### src/rtl/tile_painter.sv
`default_nettype none
// ============================================================================
// Module      : tile_painter
// Description : Pixel-drawing responder for the 2x2 memory-game tile
//               controller. Stages tile/colour loads, queues draw commands
//               in a small FIFO and rasters each tile's pixels into the VGA
//               adapter. The tile area is cleared to black out of reset.
// Revision    : 1.0 - initial release
// ============================================================================
module tile_painter #(
    parameter int TILE_SIZE = 40,
    parameter int ORIGIN_X  = 40,
    parameter int ORIGIN_Y  = 20,
    parameter int DEPTH     = 4
) (
    input  logic       clock,
    input  logic       resetn,
    input  logic       ld_tile,
    input  logic       ld_flash,
    input  logic       ld_previous,
    input  logic [2:0] tile_num,
    input  logic       writeEnable,
    input  logic       counterEnable,
    output logic [7:0] x,
    output logic [6:0] y,
    output logic [2:0] colour,
    output logic       plot,
    output logic       drw,
    output logic       ovf
);

    // Counters must span the 2T-wide clear raster, not just one tile.
    localparam int c_cnt_w = (2 * TILE_SIZE > 1) ? $clog2(2 * TILE_SIZE) : 1;
    localparam int c_ptr_w = (DEPTH > 1) ? $clog2(DEPTH) : 1;

    localparam logic [c_cnt_w-1:0] c_last_tile = c_cnt_w'(TILE_SIZE - 1);
    localparam logic [c_cnt_w-1:0] c_last_clr  = c_cnt_w'(2 * TILE_SIZE - 1);
    localparam logic [7:0]         c_org_x     = 8'(ORIGIN_X);
    localparam logic [6:0]         c_org_y     = 7'(ORIGIN_Y);
    localparam logic [7:0]         c_size_x    = 8'(TILE_SIZE);
    localparam logic [6:0]         c_size_y    = 7'(TILE_SIZE);
    localparam logic [2:0]         c_flash     = 3'b111;
    localparam logic [2:0]         c_rst_col   = 3'b100;

    typedef enum logic [1:0] {
        S_CLEAR = 2'd0,
        S_IDLE  = 2'd1,
        S_DRAW  = 2'd2
    } state_t;

    function automatic logic [2:0] base_colour(input logic [1:0] t);
        case (t)
            2'd0:    base_colour = 3'b100;
            2'd1:    base_colour = 3'b010;
            2'd2:    base_colour = 3'b001;
            default: base_colour = 3'b110;
        endcase
    endfunction

    state_t               r_state, w_state_nxt;
    logic [c_cnt_w-1:0]   r_cx, r_cy, w_cx_nxt, w_cy_nxt, w_cx_adv, w_cy_adv, w_lim;
    logic                 w_last_x, w_last;
    logic [1:0]           r_tile, w_tile_nxt;
    logic [7:0]           r_x, w_x_nxt, w_bx;
    logic [6:0]           r_y, w_y_nxt, w_by;
    logic [2:0]           r_colour, w_col_nxt;
    logic                 r_plot, w_plot_nxt;
    logic                 r_ovf;

    logic [1:0]           r_stage_tile, w_stage_tile_nxt;
    logic [2:0]           r_stage_col, w_stage_col_nxt;

    logic [4:0]           r_mem [DEPTH];
    logic [c_ptr_w-1:0]   r_wr_ptr, r_rd_ptr;
    logic [c_ptr_w:0]     r_count;
    logic                 w_start, w_full, w_empty, w_push, w_pop;
    logic [1:0]           w_head_tile;
    logic [2:0]           w_head_col;

    // Bit 2 of the tile index has no meaning on a 2x2 board.
    logic w_unused;
    assign w_unused = tile_num[2];

    assign w_start     = writeEnable & counterEnable;
    assign w_full      = (r_count == (c_ptr_w + 1)'(DEPTH));
    assign w_empty     = (r_count == '0);
    assign w_push      = w_start & ~w_full;
    assign w_head_tile = r_mem[r_rd_ptr][4:3];
    assign w_head_col  = r_mem[r_rd_ptr][2:0];

    assign w_lim    = (r_state == S_CLEAR) ? c_last_clr : c_last_tile;
    assign w_last_x = (r_cx == w_lim);
    assign w_last   = w_last_x && (r_cy == w_lim);
    assign w_cx_adv = w_last_x ? '0 : r_cx + c_cnt_w'(1);
    assign w_cy_adv = w_last_x ? r_cy + c_cnt_w'(1) : r_cy;

    assign x      = r_x;
    assign y      = r_y;
    assign colour = r_colour;
    assign plot   = r_plot;
    assign ovf    = r_ovf;
    assign drw    = (r_state == S_IDLE) & w_empty;

    // Staging register update; the next value doubles as the FIFO write data
    // so a load and start in the same cycle pushes the freshly loaded value.
    always_comb begin
        w_stage_tile_nxt = r_stage_tile;
        w_stage_col_nxt  = r_stage_col;
        if (ld_tile) begin
            w_stage_tile_nxt = tile_num[1:0];
            w_stage_col_nxt  = base_colour(tile_num[1:0]);
        end else if (ld_flash) begin
            w_stage_col_nxt  = c_flash;
        end else if (ld_previous) begin
            w_stage_col_nxt  = base_colour(r_stage_tile);
        end
    end

    // Raster FSM next-state and next pixel; counters hold the pixel shown now.
    always_comb begin
        w_state_nxt = r_state;
        w_cx_nxt    = r_cx;
        w_cy_nxt    = r_cy;
        w_tile_nxt  = r_tile;
        w_col_nxt   = r_colour;
        w_plot_nxt  = 1'b0;
        w_pop       = 1'b0;
        case (r_state)
            S_CLEAR: begin
                w_col_nxt = 3'b000;
                if (!r_plot) begin
                    // First cycle out of reset: present pixel (0,0).
                    w_plot_nxt = 1'b1;
                end else if (w_last) begin
                    w_state_nxt = S_IDLE;
                end else begin
                    w_plot_nxt = 1'b1;
                    w_cx_nxt   = w_cx_adv;
                    w_cy_nxt   = w_cy_adv;
                end
            end
            S_IDLE: begin
                if (!w_empty) begin
                    w_pop       = 1'b1;
                    w_state_nxt = S_DRAW;
                    w_cx_nxt    = '0;
                    w_cy_nxt    = '0;
                    w_tile_nxt  = w_head_tile;
                    w_col_nxt   = w_head_col;
                    w_plot_nxt  = 1'b1;
                end
            end
            S_DRAW: begin
                if (w_last) begin
                    if (!w_empty) begin
                        // Chain straight into the next tile with no gap.
                        w_pop      = 1'b1;
                        w_cx_nxt   = '0;
                        w_cy_nxt   = '0;
                        w_tile_nxt = w_head_tile;
                        w_col_nxt  = w_head_col;
                        w_plot_nxt = 1'b1;
                    end else begin
                        w_state_nxt = S_IDLE;
                    end
                end else begin
                    w_plot_nxt = 1'b1;
                    w_cx_nxt   = w_cx_adv;
                    w_cy_nxt   = w_cy_adv;
                end
            end
            default: begin
                w_state_nxt = S_CLEAR;
            end
        endcase

        if (r_state == S_CLEAR) begin
            w_bx = c_org_x;
            w_by = c_org_y;
        end else begin
            w_bx = c_org_x + (w_tile_nxt[0] ? c_size_x : 8'd0);
            w_by = c_org_y + (w_tile_nxt[1] ? c_size_y : 7'd0);
        end
        w_x_nxt = w_plot_nxt ? (w_bx + 8'(w_cx_nxt)) : r_x;
        w_y_nxt = w_plot_nxt ? (w_by + 7'(w_cy_nxt)) : r_y;
    end

    // State, counters, registered pixel outputs, staging and FIFO control.
    always_ff @(posedge clock) begin
        if (!resetn) begin
            r_state      <= S_CLEAR;
            r_cx         <= '0;
            r_cy         <= '0;
            r_tile       <= 2'd0;
            r_x          <= 8'd0;
            r_y          <= 7'd0;
            r_colour     <= 3'd0;
            r_plot       <= 1'b0;
            r_ovf        <= 1'b0;
            r_stage_tile <= 2'd0;
            r_stage_col  <= c_rst_col;
            r_wr_ptr     <= '0;
            r_rd_ptr     <= '0;
            r_count      <= '0;
        end else begin
            r_state      <= w_state_nxt;
            r_cx         <= w_cx_nxt;
            r_cy         <= w_cy_nxt;
            r_tile       <= w_tile_nxt;
            r_x          <= w_x_nxt;
            r_y          <= w_y_nxt;
            r_colour     <= w_col_nxt;
            r_plot       <= w_plot_nxt;
            r_stage_tile <= w_stage_tile_nxt;
            r_stage_col  <= w_stage_col_nxt;
            if (w_start && w_full) begin
                r_ovf <= 1'b1;
            end
            if (w_push) begin
                r_wr_ptr <= r_wr_ptr + c_ptr_w'(1);
            end
            if (w_pop) begin
                r_rd_ptr <= r_rd_ptr + c_ptr_w'(1);
            end
            case ({w_push, w_pop})
                2'b10:   r_count <= r_count + (c_ptr_w + 1)'(1);
                2'b01:   r_count <= r_count - (c_ptr_w + 1)'(1);
                default: r_count <= r_count;
            endcase
        end
    end

    // FIFO storage; contents are don't-care until written, so no reset.
    always_ff @(posedge clock) begin
        if (w_push) begin
            r_mem[r_wr_ptr] <= {w_stage_tile_nxt, w_stage_col_nxt};
        end
    end

endmodule
`default_nettype wire

### config.mk
export PLATFORM = sky130hd
export DESIGN_NAME = tile_painter
export DESIGN_NICKNAME = d
export VERILOG_FILES = /design/src/rtl/tile_painter.sv
export SDC_FILE = /design/constraint.sdc
export NUM_CORES = 1
export LEC_CHECK = 0
export ABC_AREA = 1
export CORE_ASPECT_RATIO = 1.25
export CORE_MARGIN = 2
export CORE_UTILIZATION = 50
export DETAILED_ROUTE_END_ITERATION = 8
export PLACE_DENSITY_LB_ADDON = 0.08
export SLEW_MARGIN = 0
export SYNTH_ARGS = -nofsm -noshare
export SYNTH_HDL_FRONTEND = slang
export SYNTH_SLANG_ARGS = --single-unit
### constraint.sdc
create_clock -name clock -period 5.75 [get_ports clock]
set_input_delay 1.15 -clock clock [delete_from_list [all_inputs] [get_ports clock]]
set_output_delay 1.15 -clock clock [all_outputs]
set_load 0.03 [all_outputs]
After elaboration in Yosys (flattened, before gate mapping)
Memory sizes are Yosys's and may differ from the RTL's. A register that Yosys moved wholly into a read port is not among the register bits.
Index checks and enable logic that the tools add are counted.
- bits in registers: 50
- RAM bits: 20
- output and inout bits: 21
- logic and storage cells: 102
- memories kept: 1
- add/subtract/negate cells: 10
- eq/ne operators: 16
- multiplexer cells: 47
- bitwise operators: 4
- reductions and logical operators: 10
- memories (name ; words ; bits a word ; read ports ; clocked after memory_dff ; write ports ; RTL line ; RTL):
    r_mem ; 4 ; 5 ; 1 ; 1 ; 1 ; 73 ; logic [4:0] r_mem [DEPTH];
- operators with widths (cell ; number):
    $mux 7 ; 13
    $pmux 7 s3 ; 2
    $pmux 3 s3 ; 3
    $mux 2 ; 10
    $mux 3 ; 5
    $add 7x1->7 const B ; 2
    $eq 7x7->1 ; 2
    $mux 6 ; 2
    $ne 2x2->1 const B ; 5
    $add 8x7->8 ; 1
    $eq 2x1->1 const B ; 4
    $eq 2x2->1 const B ; 4
    $add 5x6->7 const A ; 1
    $add 6x6->7 const A ; 1
    $add 7x7->7 ; 1
    $mux 1 ; 7
    $logic_not 2->1 ; 3
    $pmux 2 s3 ; 1
    $pmux 3 s2 ; 1
    $reduce_and 5->1 ; 1
    $add 2x1->2 const B ; 2
    $pmux 2 s2 ; 1
    $add 3x1->3 const B ; 1
    $and 1x1->1 ; 3
    other kinds (10) ; 11

Logic depth before layout (Yosys ltp)
- word-level depth: 10
- mapped depth: 23
- depth with buffers taken out: 21

Worst setup path before layout
OpenSTA, ideal clock, no wires.
- path type: register to register
- from: register r_state[0]
- to: register r_x[7] (netlist: x[7])
- library setup time: 0.120 ns
- data arrival time: 2.825 ns
- data required time: 5.630 ns
- path slack: 2.806 ns
- stages on the path, launching flop included: 22
- cells stage by stage: dfxtp_1 > inv_1 > ha_1 > buf_6 > nor2_1 > a21oi_1 > nor2_1 > nand2_2 > buf_6 > o21ai_1 > nand2_1 > inv_2 > a22o_1 > inv_2 > nor2_2 > inv_1 > ha_1 > fa_1 > nand2_1 > nand2_1 > a21oi_1 > a21oi_1
- word-level cells in the longest chain between the ends: 10
- elaborated cells on any way between the ends: 22
- those cells by class: 2 x add/sub; 4 x eq/ne; 14 x mux; 2 x reduce/logical
- RTL lines (element ; RTL line ; RTL):
    start: declaration ; 60 ; state_t r_state, w_state_nxt;
    start signal: assignment ; 206 ; r_state <= w_state_nxt;
    $logic_not 2->1 ; 91, 128, 177 ;
    $mux 7 ; 91 ; assign w_lim = (r_state == S_CLEAR) ? c_last_clr : c_last_tile;
    $eq 7x7->1, on equally long branches ; 92, 93 ;
    $logic_and 1x1->1 ; 93 ; assign w_last = w_last_x && (r_cy == w_lim);
    $mux 2 ; 154 ; if (w_last) begin
    $pmux 2 s2 ; 128 ; case (r_state)
    $mux 6 ; 181 ; w_bx = c_org_x + (w_tile_nxt[0] ? c_size_x : 8'd0);
    $add 6x6->7 ; 181 ;
    $mux 7 ; 177 ; if (r_state == S_CLEAR) begin
    $add 8x7->8 ; 184 ; w_x_nxt = w_plot_nxt ? (w_bx + 8'(w_cx_nxt)) : r_x;
    end signal: assignment ; 210 ; r_x <= w_x_nxt;
    end: declaration ; 64 ; logic [7:0] r_x, w_x_nxt, w_bx;
Several ways; a longest one is shown, not always the timed one.
A chain may end at the register's enable or synchronous reset.

Worst setup path after layout
Ends and elaborated chain as after synthesis.

==> metrics.txt <==
GP Congestion 0.855; Routed Antenna Nets 0; flops & latches, synth 72; worst path required time 5.98 ns; Synth Warn # 0; Design Area, Final 4290 um^2; Cell Area, Placed just over 4000 um^2; initial antenna violation count 0; die footprint 8240 um^2; htree depth 3; Ant. Diodes 0; Yosys top cell area share 27.7%; Core Util, Final 58.3%; buffer count from post-CTS setup fixing 0; starting density of the core 51.2%; largest net degree at the start of global routing 30; RSZ-0062 raised after global routing no; Register Area 1640 um^2; CTS Buffer Depth 2; clock skew ~0.0078 ns; Vias about 3100; CTS clk-pin slew, worst paths 0.08 ns; worst reg2reg path depth 20; pwr/cell area 234 nW/um^2; relative slew slack 35.8%; CP startpoint r_state[0]; Synth cell types 38; HPWL after DPL ~6000 um; synth cell count leaders 84 x nand2_1, 58 x inv_1, 52 x dfxtp_1; DR DRC count 0; Synth Flop Type dfxtp_1; r2r setup slk 2.13 ns; Synth area leaders dfxtp_1 28%, edfxtp_1 16%, nand2_1 8.4%; critical path arrival 3.85 ns; minimum hold slack 0.472 ns; vias in the first global route 2822; CTS Hold Bufs 0; Critical Path Start Type register; WL final just over 8000 um; Via density roughly 5.3; First-pass DRT Iterations 4; fin crit period 3.62 ns; WL/cell 13.6 um; Post-Syn Instances 468; max frequency 276 MHz; peak fanout along the critical path 11; boundary pin count 31; DR iter-0 viols between 100 and 150; area delta synth->final 13.9%; FILL cells just under 700; # clock sinks 72; Max-cap violations 0; worst r2r src r_state[0]; Static Leakage 1.82 nW; critical path class reg2reg; GRT Resource Usage Total a little over a fifth; GR Overflow Total 0; Synth area leader dfxtp_1; Die Span Y 101 um; Die W 81.6 um; Worst setup EP type register; post-synthesis sequential area ratio 43.6%; share of cells above drive strength 1 8.96%; FP Rows 35; Syn Nets 502; Worst Tran Pin Value approximately 0.96 ns; area of the multi-input gates 1800 um^2; syn_area_per_cell 8.04 um^2; number of flops mapped to enable cells by yosys 20; Clock Root Buffer clkbuf_8; fin crit share 62.9%; count of final setup violators 0; CTS tree yes; clock buffer count from CTS 9; nets 532; first-pass GRT wire length 13100 um; Worst Hold Class reg2reg; setup_tns 0 ns; worst r2r dst x[7]; final hold violation count 0; clock insertion delay at the later pin of the skew report 0.35 ns; CTS resizes 0; Slew Limit Fails 0; IO buf count 29; synthesized area between 3000 and 4000 um^2; status complete, no violations; crit path to x[7]; Max IR drop VDD 0.155 mV; CORE AREA roughly 7400 um^2; most common cell in the netlist nand2_1; async set-reset flop share out of synthesis 0%
[critical path, stage by stage, from the launching register on]
cell and delay [ns]:
dfxtp_1 0.34, inv_1 0.10, ha_1 0.47, inv_1 0.24
nand2_2 0.17, inv_2 0.05, nor2_4 0.13, nand2_2 0.18
o21ai_1 0.18, nand2_1 0.08, inv_2 0.11, a22o_1 0.15
inv_2 0.05, nor2_2 0.19, inv_1 0.09, ha_1 0.23
fa_1 0.40, nand2_1 0.07, nand2_1 0.04, a21oi_1 0.13
a21oi_1 0.08
[state kept, by name, summed over array words and instances (netlist names), 3 cells and up, named ones only]
name	flops
y	7
r_cx	7
colour	3
r_stage_col	3
r_mem	20
r_count	3
x	8
r_cy	7
[cells by family after synthesis]
kind of cell               after synthesis  share of synthesized area [%]
DFF                                     72                           43.6
adders and majority gates               24                           8.58
and+or+nand+nor                        188                           22.3
AOI/OAI and AO/OA                      100                           15.1
muxes                                    3                          0.898
xor gates and xnor gates                 4                          0.931
buffers and inverters                   77                           8.51
[cell usage in the layout, fill, tap and decap left out, types with 4 or more instances in the layout]
cell and count:
o22ai_1 6, nand3_1 31, edfxtp_1 20, nand4_1 5, ha_1 21, o211ai_1 4
o21ai_0 34, clkdlybuf4s50_1 29, inv_1 58, dfxtp_1 52, nand2_2 6, inv_2 7
clkbuf_8 9, a21oi_1 39, nand2_1 84, nor2_1 46
[stage by stage]
step / power, W / instances / worst slack (ns)
2_1_floorplan: 0.000602 / 468 / 2.81
3_3_place_gp: 0.000629 / 579 / 2.18
3_5_place_dp: 0.000630 / 579 / 2.14
4_1_cts: 0.00102 / 594 / 2.12
5_1_grt: 0.00104 / 594 / 1.69
6_report: 0.00100 / 594 / 2.13
[layer usage]
metal  vias up  wire length, um  track usage (%)
li1       1615                -                -
met1      1447             3560             25.8
met2        48             4130             36.6
met3        13              209             3.49
met4         0              167             8.85
met5         -                0                0
[report_power, final]
part,internal (W),total (W),switching [W]
logic,0.0000283,0.0000746,0.0000463
clock network,0.000197,0.000386,0.000190
registers,0.000535,0.000543,0.00000799
[worst min path at each step]
stage | start | end | slack [ns] | cells past startpoint
global route | ovf | ovf | 0.49 | 1
detailed placement | r_rd_ptr[0] | register | 0.46 | 1
finish | r_rd_ptr[1] | register | 0.47 | 2
global placement | ovf | ovf | 0.45 | 1
CTS | r_rd_ptr[1] | register | 0.47 | 2
floorplan | r_rd_ptr[1] | register | 0.44 | 2
[final cells by class]
type                    instances  area share, %
clock inverters                 6           1.40
well taps                      92           2.68
clock buffers                   9           2.89
repair buffers                 30           6.94
multi-input cells             319           42.0
flip-flops and latches         72           38.3
inverters                      66           5.78
No activity file was read; power rests on OpenSTA's default activity.
